### config.mk
export PLATFORM = sky130hd
export DESIGN_NAME = yas_out_arbiter
export DESIGN_NICKNAME = d
export VERILOG_FILES = /design/src/rtl/yas_router_pkg.sv /design/src/rtl/rr_arbiter_3.sv /design/src/rtl/yas_out_arbiter.sv
export SDC_FILE = /design/constraint.sdc
export NUM_CORES = 1
export LEC_CHECK = 0
export ABC_AREA = 1
export BUFFER_PORTS_ARGS = -buffer_cell sky130_fd_sc_hd__buf_2
export CORE_MARGIN = 5
export CORE_UTILIZATION = 55
export CTS_CLUSTER_SIZE = 10
export DETAILED_ROUTE_END_ITERATION = 10
export PLACE_DENSITY = 0.82
export RECOVER_POWER = 100
export SYNTH_ARGS = -nofsm -noshare
export SYNTH_HDL_FRONTEND = slang
export SYNTH_SLANG_ARGS = --single-unit
### constraint.sdc
create_clock -name clk -period 3.1 [get_ports clk]
set_input_delay 0.31 -clock clk [delete_from_list [all_inputs] [get_ports clk]]
set_output_delay 0.31 -clock clk [all_outputs]
set_load 0.03 [all_outputs]
### src/rtl/yas_router_pkg.sv
// Shared constants for the router output path: FSM encoding, header layout, channel count.
package yas_router_pkg;

  localparam int unsigned NUM_CH = 3;

  localparam logic [1:0] StIdle = 2'd0;
  localparam logic [1:0] StHdr  = 2'd1;
  localparam logic [1:0] StPay  = 2'd2;

  // Header byte layout: address in the low two bits, payload length above it.
  localparam int unsigned ADDR_LSB = 0;
  localparam int unsigned LEN_LSB  = 2;

  function automatic logic [1:0] oh_to_idx(input logic [NUM_CH-1:0] oh);
    logic [1:0] idx;
    idx = 2'd0;
    for (int i = 0; i < NUM_CH; i++) begin
      if (oh[i]) idx = 2'(i);
    end
    return idx;
  endfunction

endpackage

### src/rtl/rr_arbiter_3.sv
// Combinational 3-way round-robin pick; search starts one past the last granted channel.
module rr_arbiter_3 import yas_router_pkg::*; (
  input  logic [NUM_CH-1:0] req_i,
  input  logic [1:0]        last_i,
  output logic [NUM_CH-1:0] gnt_o,
  output logic              valid_o
);

  always_comb begin
    gnt_o = '0;
    unique case (last_i)
      2'd0: begin
        if      (req_i[1]) gnt_o = 3'b010;
        else if (req_i[2]) gnt_o = 3'b100;
        else if (req_i[0]) gnt_o = 3'b001;
      end
      2'd1: begin
        if      (req_i[2]) gnt_o = 3'b100;
        else if (req_i[0]) gnt_o = 3'b001;
        else if (req_i[1]) gnt_o = 3'b010;
      end
      default: begin
        if      (req_i[0]) gnt_o = 3'b001;
        else if (req_i[1]) gnt_o = 3'b010;
        else if (req_i[2]) gnt_o = 3'b100;
      end
    endcase
  end

  assign valid_o = |req_i;

endmodule

### src/rtl/yas_out_arbiter.sv
// Packet-aware round-robin merge of three channel streams onto one link, with a payload
// stall watchdog and a completed-packet counter.
module yas_out_arbiter import yas_router_pkg::*; #(
  parameter int unsigned DATA_WIDTH = 8,
  parameter int unsigned LEN_WIDTH  = 6,
  parameter int unsigned TIMEOUT    = 255
) (
  input  logic                         clk,
  input  logic                         rst_n,
  input  logic [NUM_CH*DATA_WIDTH-1:0] ch_data,
  input  logic [NUM_CH-1:0]            ch_req,
  output logic [NUM_CH-1:0]            ch_ack,
  output logic [DATA_WIDTH-1:0]        out_data,
  output logic [1:0]                   out_ch,
  output logic                         out_req,
  input  logic                         out_ack,
  output logic                         abort,
  output logic [15:0]                  pkt_cnt
);

  localparam int unsigned WdWidth = $clog2(TIMEOUT + 1);

  logic [1:0]            state_q, state_d;
  logic [1:0]            grant_q, grant_d;
  logic [1:0]            last_grant_q, last_grant_d;
  logic [LEN_WIDTH-1:0]  cnt_q, cnt_d;
  logic [WdWidth-1:0]    wd_q, wd_d;
  logic [15:0]           pkt_cnt_q, pkt_cnt_d;
  logic                  abort_q, abort_d;

  logic [NUM_CH-1:0]     pick_oh;
  logic                  pick_valid;
  logic [NUM_CH-1:0]     grant_oh;
  logic [DATA_WIDTH-1:0] data_g;
  logic [LEN_WIDTH-1:0]  hdr_len;
  logic                  req_g;
  logic                  active;
  logic                  xfer;

  rr_arbiter_3 u_rr (
    .req_i   (ch_req),
    .last_i  (last_grant_q),
    .gnt_o   (pick_oh),
    .valid_o (pick_valid)
  );

  assign grant_oh = NUM_CH'(1) << grant_q;
  assign req_g    = |(ch_req & grant_oh);
  assign active   = (state_q == StHdr) || (state_q == StPay);
  assign xfer     = out_req && out_ack;
  assign hdr_len  = data_g[LEN_LSB +: LEN_WIDTH];

  always_comb begin
    data_g = '0;
    for (int i = 0; i < NUM_CH; i++) begin
      if (grant_q == 2'(i)) data_g = ch_data[DATA_WIDTH*i +: DATA_WIDTH];
    end
  end

  always_comb begin
    state_d      = state_q;
    grant_d      = grant_q;
    last_grant_d = last_grant_q;
    cnt_d        = cnt_q;
    wd_d         = wd_q;
    pkt_cnt_d    = pkt_cnt_q;
    abort_d      = 1'b0;
    unique case (state_q)
      StIdle: begin
        wd_d = '0;
        if (pick_valid) begin
          grant_d = oh_to_idx(pick_oh);
          state_d = StHdr;
        end
      end
      StHdr: begin
        if (xfer) begin
          cnt_d = hdr_len;
          if (hdr_len == '0) begin
            state_d      = StIdle;
            pkt_cnt_d    = pkt_cnt_q + 16'd1;
            last_grant_d = grant_q;
          end else begin
            state_d = StPay;
          end
        end
      end
      StPay: begin
        wd_d = req_g ? '0 : wd_q + WdWidth'(1);
        if (xfer) begin
          cnt_d = cnt_q - LEN_WIDTH'(1);
          if (cnt_q == LEN_WIDTH'(1)) begin
            state_d      = StIdle;
            pkt_cnt_d    = pkt_cnt_q + 16'd1;
            last_grant_d = grant_q;
          end
        end else if (!req_g && (wd_q == WdWidth'(TIMEOUT - 1))) begin
          // Remaining bytes of the dropped packet are left for the channel to flush.
          state_d      = StIdle;
          abort_d      = 1'b1;
          wd_d         = '0;
          last_grant_d = grant_q;
        end
      end
      default: state_d = StIdle;
    endcase
  end

  always_ff @(posedge clk or negedge rst_n) begin
    if (!rst_n) begin
      state_q      <= StIdle;
      grant_q      <= 2'd0;
      last_grant_q <= 2'd2;
      cnt_q        <= '0;
      wd_q         <= '0;
      pkt_cnt_q    <= '0;
      abort_q      <= 1'b0;
    end else begin
      state_q      <= state_d;
      grant_q      <= grant_d;
      last_grant_q <= last_grant_d;
      cnt_q        <= cnt_d;
      wd_q         <= wd_d;
      pkt_cnt_q    <= pkt_cnt_d;
      abort_q      <= abort_d;
    end
  end

  assign out_req  = active && req_g;
  assign out_data = active ? data_g : '0;
  assign ch_ack   = xfer ? grant_oh : '0;
  assign out_ch   = grant_q;
  assign abort    = abort_q;
  assign pkt_cnt  = pkt_cnt_q;

endmodule

* Word level (Yosys, flattened, before mapping)
Cells that the tools add are included.
Storage, ports and cells: flip-flop bits (word level) 37, output and inout port bits 31, logic and storage cells 89, input port bits 30
Operators by class: equal/unequal tests 14, add/sub/neg operators 3, multiplexer cells 45, reductions and logical operators 18, shift-type cells 1, bitwise gates (word level) 1
Operator list (number):
- 2-to-1 mux 16 bit | 4
- 2-to-1 mux 8 bit | 7
- one-hot mux 16 bit (2 select lines) | 1
- 2-to-1 mux 2 bit | 13
- 2-to-1 mux 3 bit | 8
- adder 16 x 1 -> 16 bit, second input constant | 1
- one-hot mux 8 bit (2 select lines) | 1
- 2-to-1 mux 6 bit | 2
- one-hot mux 6 bit (2 select lines) | 1
- AND reduction 5 bit | 2
- adder 8 x 1 -> 8 bit, second input constant | 1
- equality test 8 bit, second input constant | 1
- equality test 2 x 1 -> 1 bit, second input constant | 3
- equality test 6 x 1 -> 1 bit, second input constant | 1
- logical NOT 2 bit | 3
- logical NOT 6 bit | 1
- inequality test 2 bit, second input constant | 3
- inequality test 3 x 2 -> 1 bit, second input constant | 2
- one-hot mux 2 bit (3 select lines) | 1
- one-hot mux 3 bit (2 select lines) | 1
- OR reduction 3 bit | 2
- subtractor 6 x 1 -> 6 bit, second input constant | 1
- 2-to-1 mux 1 bit | 5
- equality test 2 bit, second input constant | 2
- 11 further kinds | 15

* Depth between registers and ports, before layout
Gate-level depths: netlist (run 1).
depth after elaboration 8, mapped depth 12

* By module
From an unflattened synthesis (run 1), not the netlist that was laid out.
Unflattened totals: cell total of the unflattened synthesis 372, area, all modules 2703.8 um^2
Modules (own cells, without submodules):
- yas_out_arbiter | seq. area each 927.1 um^2, cells an instance 353, area each 2626.3 um^2, times used 1
- rr_arbiter_3 | seq. area each 0.0 um^2, cells an instance 19, area each 77.6 um^2, times used 1

* Worst setup path after synthesis (run 1)
OpenSTA, ideal clock, no wires.
path kind reg2out, start register state_q[0], end output port ch_ack[0], stages on the path, launching flop included 6, arrival 1.857 ns, setup slack 0.933 ns, path through dfrtp_1 inv_1 ha_1 buf_1 nand3_2 nor3_1
On the way: cells in the longest elaborated chain, start to end 5
RTL lines:
- from (decl) | line yas_out_arbiter.sv:23 | logic [1:0] state_q, state_d;
- from (signal assigned) | line yas_out_arbiter.sv:111 | state_q <= StIdle;
- from (signal assigned) | line yas_out_arbiter.sv:119 | state_q <= state_d;
- equality test 2 x 1 -> 1 bit or equality test 2 bit (tied branches) | line yas_out_arbiter.sv:49 | assign active = (state_q == StHdr) || (state_q == StPay);
- logical OR 1 bit * | line yas_out_arbiter.sv:49
- logical AND 1 bit * | line yas_out_arbiter.sv:129 | assign out_req = active && req_g;
- logical AND 1 bit * | line yas_out_arbiter.sv:50 | assign xfer = out_req && out_ack;
- 2-to-1 mux 3 bit * | line yas_out_arbiter.sv:131 | assign ch_ack = xfer ? grant_oh : '0;
- to (decl) | line yas_out_arbiter.sv:12 | output logic [NUM_CH-1:0] ch_ack,
Mark *: on every way between the ends. The rest lies on a longest branch, timed or not.

* Worst setup path in the final report (run 1)
start register grant_q[0], in the netlist out_ch[0], end output port ch_ack[0]
On the way: cells in the longest elaborated chain, start to end 6
RTL lines:
- from (decl) | line yas_out_arbiter.sv:24 | logic [1:0] grant_q, grant_d;
- from (signal assigned) | line yas_out_arbiter.sv:120 | grant_q <= grant_d;
- << shifter 1 x 2 -> 3 bit * | line yas_out_arbiter.sv:47 | assign grant_oh = NUM_CH'(1) << grant_q;
- bitwise AND 3 bit | line yas_out_arbiter.sv:48 | assign req_g = |(ch_req & grant_oh);
- OR reduction 3 bit | line yas_out_arbiter.sv:48
- logical AND 1 bit | line yas_out_arbiter.sv:129
- logical AND 1 bit | line yas_out_arbiter.sv:50
- 2-to-1 mux 3 bit * | line yas_out_arbiter.sv:131
Marks and branches as above.

==> results.py, run 1 <==
metrics = {
    "synth": {
        "postSynthCellCount": 337,
        "async_flop_share_pct": 100,
        "synth_top_family_by_area": "simple AND/OR/NAND/NOR gates",
        "synth-edff-count": 0,
        "avgSynthCellArea_sq_um": 7.56,
        "synth_top_area_share_pct": 35.3,
        "yosys_warnings": 0,
        "synth_top_area_cell": "dfrtp_1",
        "netlist_area_sq_um": 2550,
        "synth_compound_area_share_pct": 8.74,
        "synth_simple_gate_area_share_pct": 35.9,
        "synth-xor-area-share_pct": 5.15,
        "synthMuxAreaShare_pct": 0,
        "synth_nets": 375,
        "synth_ff_type": "dfrtp_1",
        "synth_cell_types": 35,
        "synth.area.top_cells": "dfrtp_1, nand2_1, nand3_1",
        "yosysSeqAreaShare_pct": 36.4,
        "ys_ff_latch": 37,
        "synthAdderAreaFrac_pct": 3.93,
    },
    "clock_tree": {
        "clock-root-buffer": "clkbuf_8",
        "cts_tree": "yes",
        "cts.clk_slew.worst_paths_ps": 70,
        "ctsResizeCount": 0,
        "clockBufferDepth": 2,
        "cts_hold_buf": 0,
        "cts-htree-levels": 2,
        "cts_setup_buffers": 0,
        "clock_latency_ps": 290,
        "clkSinkCount": 37,
        "cts_buffers": 5,
    },
    "final_layout": {
        "final_common_cell": "nand2_1",
        "area_growth_pct": 11.0,
        "n_antenna_cell": 0,
        "layout.cells.non_filler": 449,
        "layout-drive-gt1-share_pct": 13.4,
        "num-fill-cells": 409,
        "seq_area_sq_um": 927,
        "nNetsFinal": 434,
        "multiInputGateArea_sq_um": 1300,
        "final_cell_mix": "nand2_1, inv_1, nand3_1",
    },
    "sta": {
        "fin_worst_skew_ps": 8.25,
        "worstMarginPinSlew_ps": 1970,
        "setup_tns_ps": 0,
        "relSlewSlack_pct": -31.6,
        "finalHoldWorstSlack_ps": 312,
        "rsz0062_at_grt": "false",
        "period_share_pct": 83.2,
        "finalSetupViolations": 0,
        "hold_viol_final": 0,
        "fmax_ghz": 0.388,
        "post-route-min-period_ps": 2580,
        "maxSlewViolCount": 38,
    },
    "floorplanning": {
        "die_y_um": 78.1,
        "initial_core_util_pct": 57.7,
        "rows": 24,
        "pin_count": 61,
        "core_sq_um": 4410,
        "die_area_sq_um": 6100,
        "die_w_um": 78.1,
    },
    "critical_path": {
        "critPathSlowestCell": "dfrtp_1",
        "slowest_delay_ps": 570,
        "crit_top_cell": "nand3_1",
        "required_ps": 2790,
        "cp_data_arrival_time_ps": 2270,
        "worstPathMaxFanout": 13,
        "endpoint_kind": "output port",
        "path_class": "register to output port",
        "crit_family": "simple AND/OR/NAND/NOR gates",
        "crit_chain": "inv_1, nand3_1, nand3_1, nand3_1, nor3_1, buf_2",
        "crit_buf_inv": 2,
        "start_kind": "register",
    },
    "detailed_routing": {
        "drt_iter0_markers": 168,
        "dr.pass1.iters": 4,
        "routed_via_density": 5.50,
        "vias": 2471,
        "routed_wl_um": 6010,
        "drc": 0,
        "routedWlPerCell_um": 13.4,
        "drtAntennaViolNets": 0,
    },
    "placed_design": {
        "place_inst": 441,
        "hpwl_um": 4580,
        "portBuffers": 60,
        "place_congestion": 0.877,
    },
    "pwr": {
        "ir_worst_vdd_v": 0.000454,
        "leakage_uw": 0.00142,
        "totalPowerFinal_uw": 2420,
        "power.density_nw_per_um2": 857,
    },
    "global_route": {
        "grt_use_total_pct": 20.2,
        "grt_start_max_net_pins": 38,
        "grt_pass1_wl_um": 10300,
        "grt-ovfl-total": 0,
        "grt_pass1_vias": 2320,
        "antenna_found_initial": 0,
    },
    "outcome": {
        "outcome": "finished with violations",
        "failed_checks": "capacitance limit, slew limit",
    },
    "flow_run": {
        "maxCapViolCount": 1,
    },
    "min_path": {
        "worstHoldPathType": "input pin to register",
    },
}
worst min-delay path: stages:
cell and delay, ps:
buf_2 100, nand4_1 80, o21ai_0 70
cell type report:
cell class                      instances  area share (%)
Multi-Input combinational cell        242            45.9
Sequential cell                        37            32.8
Timing Repair Buffer                   60            9.51
Inverter                               50            6.63
Clock buffer                            6            2.57
Tap cell                               52            2.30
Clock inverter                          2           0.354
Yosys cell counts (all sizes together) (2+ instances only):
master   n
o22ai    6
nor2    25
nand4   13
o211ai   2
xnor2    8
o21ai   18
nand3   48
ha       8
inv     49
nand2   81
a21oi    8
nor3    12
buf      7
o221ai   2
xor2     7
dfrtp   36
cells by family after synthesis:
logic type / after synthesis
compound gates: 38
fa+ha+maj: 8
buf+inv: 58
xor+xnor: 15
simple gates: 181
flops: 37
registers in the layout, summed over array words and instances (netlist names):
| register | cells |
|---|---|
| wd_q | 8 |
| cnt_q | 6 |
| state_q | 2 |
| abort | 1 |
| pkt_cnt | 16 |
| out_ch | 2 |
| last_grant_q | 2 |
through the flow:
step | utilization [%] | setup WS (ps) | instance area, sq um
finish | 64.1 | 522 | 2830
global placement | 64.6 | 905 | 2850
CTS | 66.4 | 761 | 2930
global route | 64.1 | 326 | 2830
detailed placement | 64.6 | 867 | 2850
floorplan | - | 933 | 2550
power breakdown:
part / internal (uW) / leakage, uW / total [uW] / switching, uW
sequential: 600 / 0.000462 / 747 / 147
clock: 156 / 0.0000450 / 327 / 171
combinational: 365 / 0.000909 / 1350 / 985
total: 1120 / 0.00142 / 2420 / 1300
final timing paths:
kind / cells past startpoint / slack (ps) / startpoint / end
min in group asynchronous: 1 / 560 / rst_n / wd_q[4]
max in group asynchronous: 1 / 1400 / rst_n / last_grant_q[0]
worst min-delay path: 3 / 310 / ch_req[2] / out_ch[1]
worst max-delay path: 6 / 520 / out_ch[0] / ch_ack[0]
worst min register to register: 2 / 500 / last_grant_q[1] / last_grant_q[1]
worst max register to register: 9 / 680 / out_ch[1] / pkt_cnt[13]
layer usage:
layer  share of wire [%]  GRT usage, %
met5                   0             0
met4                 2.0          7.94
met3                 8.5          4.69
met2                  46          32.7
met1                  44          26.2
Note: power is estimated with default switching activity, not from simulation.
==> run 2, diff against run 1 <==
CORE_UTILIZATION = 49   (was 55)
PLACE_DENSITY = 0.77   (was 0.82)
clock period = 2.2 ns   (was 3.1 ns; I/O delays follow)
==> results.py, run 2 (same netlist as run 1, synthesis figures left out) <==
metrics = {
    "placed_design": {
        "portBuffers": 60,
        "place_congestion": 0.884,
        "place_area_sq_um": 2900,
        "hpwl_um": 4850,
    },
    "outcome": {
        "failed_checks": "capacitance limit, slew limit",
        "outcome": "finished with violations",
    },
    "critical_path": {
        "endpoint_kind": "output port",
        "cp_data_arrival_time_ps": 1860,
        "worstPathMaxFanout": 9,
        "cp-startpoint": "state_q[1]",
        "r2r_setup_slack_ps": 250,
        "worstReg2RegStart": "out_ch[0]",
        "required_ps": 1980,
        "path_class": "register to output port",
        "start_kind": "register",
    },
    "pwr": {
        "power.density_nw_per_um2": 1210,
        "leakage_uw": 0.00147,
        "ir_worst_vdd_v": 0.000644,
    },
    "sta": {
        "rsz0062_at_grt": "false",
        "fmax_ghz": 0.481,
        "setup_tns_ps": 0,
        "period_share_pct": 94.6,
        "post-route-min-period_ps": 2080,
        "relSlewSlack_pct": -31.6,
        "maxSlewViolCount": 38,
        "hold_viol_final": 0,
        "finalSetupViolations": 0,
        "fin_worst_skew_ps": 8.28,
        "worstMarginPinSlew_ps": 1970,
    },
    "min_path": {
        "worstHoldPathType": "input pin to register",
        "worstHoldStart": "ch_req[2]",
    },
    "clock_tree": {
        "clkSinkCount": 37,
        "clock_latency_ps": 290,
        "cts_tree": "yes",
        "cts.clk_slew.worst_paths_ps": 70,
        "clockBufferDepth": 2,
        "cts_hold_buf": 0,
        "cts_buffers": 5,
        "clock-root-buffer": "clkbuf_8",
        "cts-htree-levels": 2,
    },
    "detailed_routing": {
        "routed-wl-met2_um": 2870,
        "highest_layer": "met4",
        "dr.pass1.iters": 4,
        "routed_wl_um": 6250,
        "vias": 2459,
        "drt_iter0_markers": 126,
        "wl_met3_um": 539,
        "routedWlPerCell_um": 13.3,
        "routed_via_density": 5.22,
        "drtAntennaViolNets": 0,
        "drc": 0,
        "wl_met1_um": 2770,
    },
    "final_layout": {
        "final_cell_mix": "nand2_1, inv_1, nand3_1",
        "layout-drive-gt1-share_pct": 18.0,
        "nNetsFinal": 438,
        "final_common_cell": "nand2_1",
        "n_antenna_cell": 0,
        "area_growth_pct": 15.4,
        "largest_reg_flops": 16,
        "num-fill-cells": 503,
        "final_area_sq_um": 2940,
    },
    "flow_run": {
        "maxCapViolCount": 1,
    },
    "global_route": {
        "grt_use_total_pct": 19.5,
        "grt_start_max_net_pins": 38,
        "grt-ovfl-total": 0,
        "grt_pass1_vias": 2293,
        "grt_pass1_wl_um": 10300,
        "antenna_found_initial": 0,
    },
    "floorplanning": {
        "die_y_um": 82.1,
        "rows": 26,
        "initial_core_util_pct": 50.2,
        "die_w_um": 82.1,
        "core_sq_um": 5070,
        "pin_count": 61,
        "die_area_sq_um": 6740,
    },
}
==> run 2: through the flow <==
stage          instances  setup slack [ps]  util, %  power (uW)  hold slack [ps]
3_5_place_dp         463               268     57.2        3150              378
6_report             471               119     57.9        3560              229
5_1_grt              471              9.13     57.9        3850              228
2_1_floorplan        337               123        -        2620            -75.6
4_1_cts              471               117     58.8        3620             55.9
3_3_place_gp         463               313     57.2        3090              375
==> run 2: cell type report <==
cell class | instances | area (sq um) | area share [%]
Timing Repair Buffer | 64 | 300 | 10.2
Sequential cell | 37 | 927 | 31.5
Inverter | 50 | 190 | 6.47
Tap cell | 70 | 87.6 | 2.98
Clock inverter | 2 | 10.0 | 0.340
Multi-Input combinational cell | 242 | 1350 | 46.0
Clock buffer | 6 | 72.6 | 2.47
==> run 2: what timing repair did <==
action | CTS | global route
hold endpoints to repair | 0 | 0
endpoints found under the setup margin | 0 | 1
buffers inserted | 0 | 0
resized for setup | 0 | 1
==> run 2: path summary, 6_finish.rpt <==
kind,to,depth (start not counted)
setup / recovery,out_req,6
min in group asynchronous,cnt_q[1],1
hold reg to reg,last_grant_q[1],2
setup reg to reg,pkt_cnt[14],9
hold / removal,out_ch[1],3
max in group asynchronous,wd_q[2],1
==> run 2: worst max-delay path, stage by stage, from the launching register on <==
cell,delay (ps)
dfrtp_1,380
inv_1,80
ha_1,390
clkbuf_1,340
nand2_1,90
inv_1,90
buf_2,210
==> run 2: power breakdown <==
part           leakage [uW]  switching [uW]  internal, uW
clock network     0.0000450             236           220
logic              0.000966            1510           582
registers          0.000462             168           846
==> run 2: per-layer routing <==
layer,vias up,GRT usage [%]
li1,1238,-
met1,1112,24.8
met2,99,32.9
met3,10,4.99
met4,0,5.32
met5,-,0
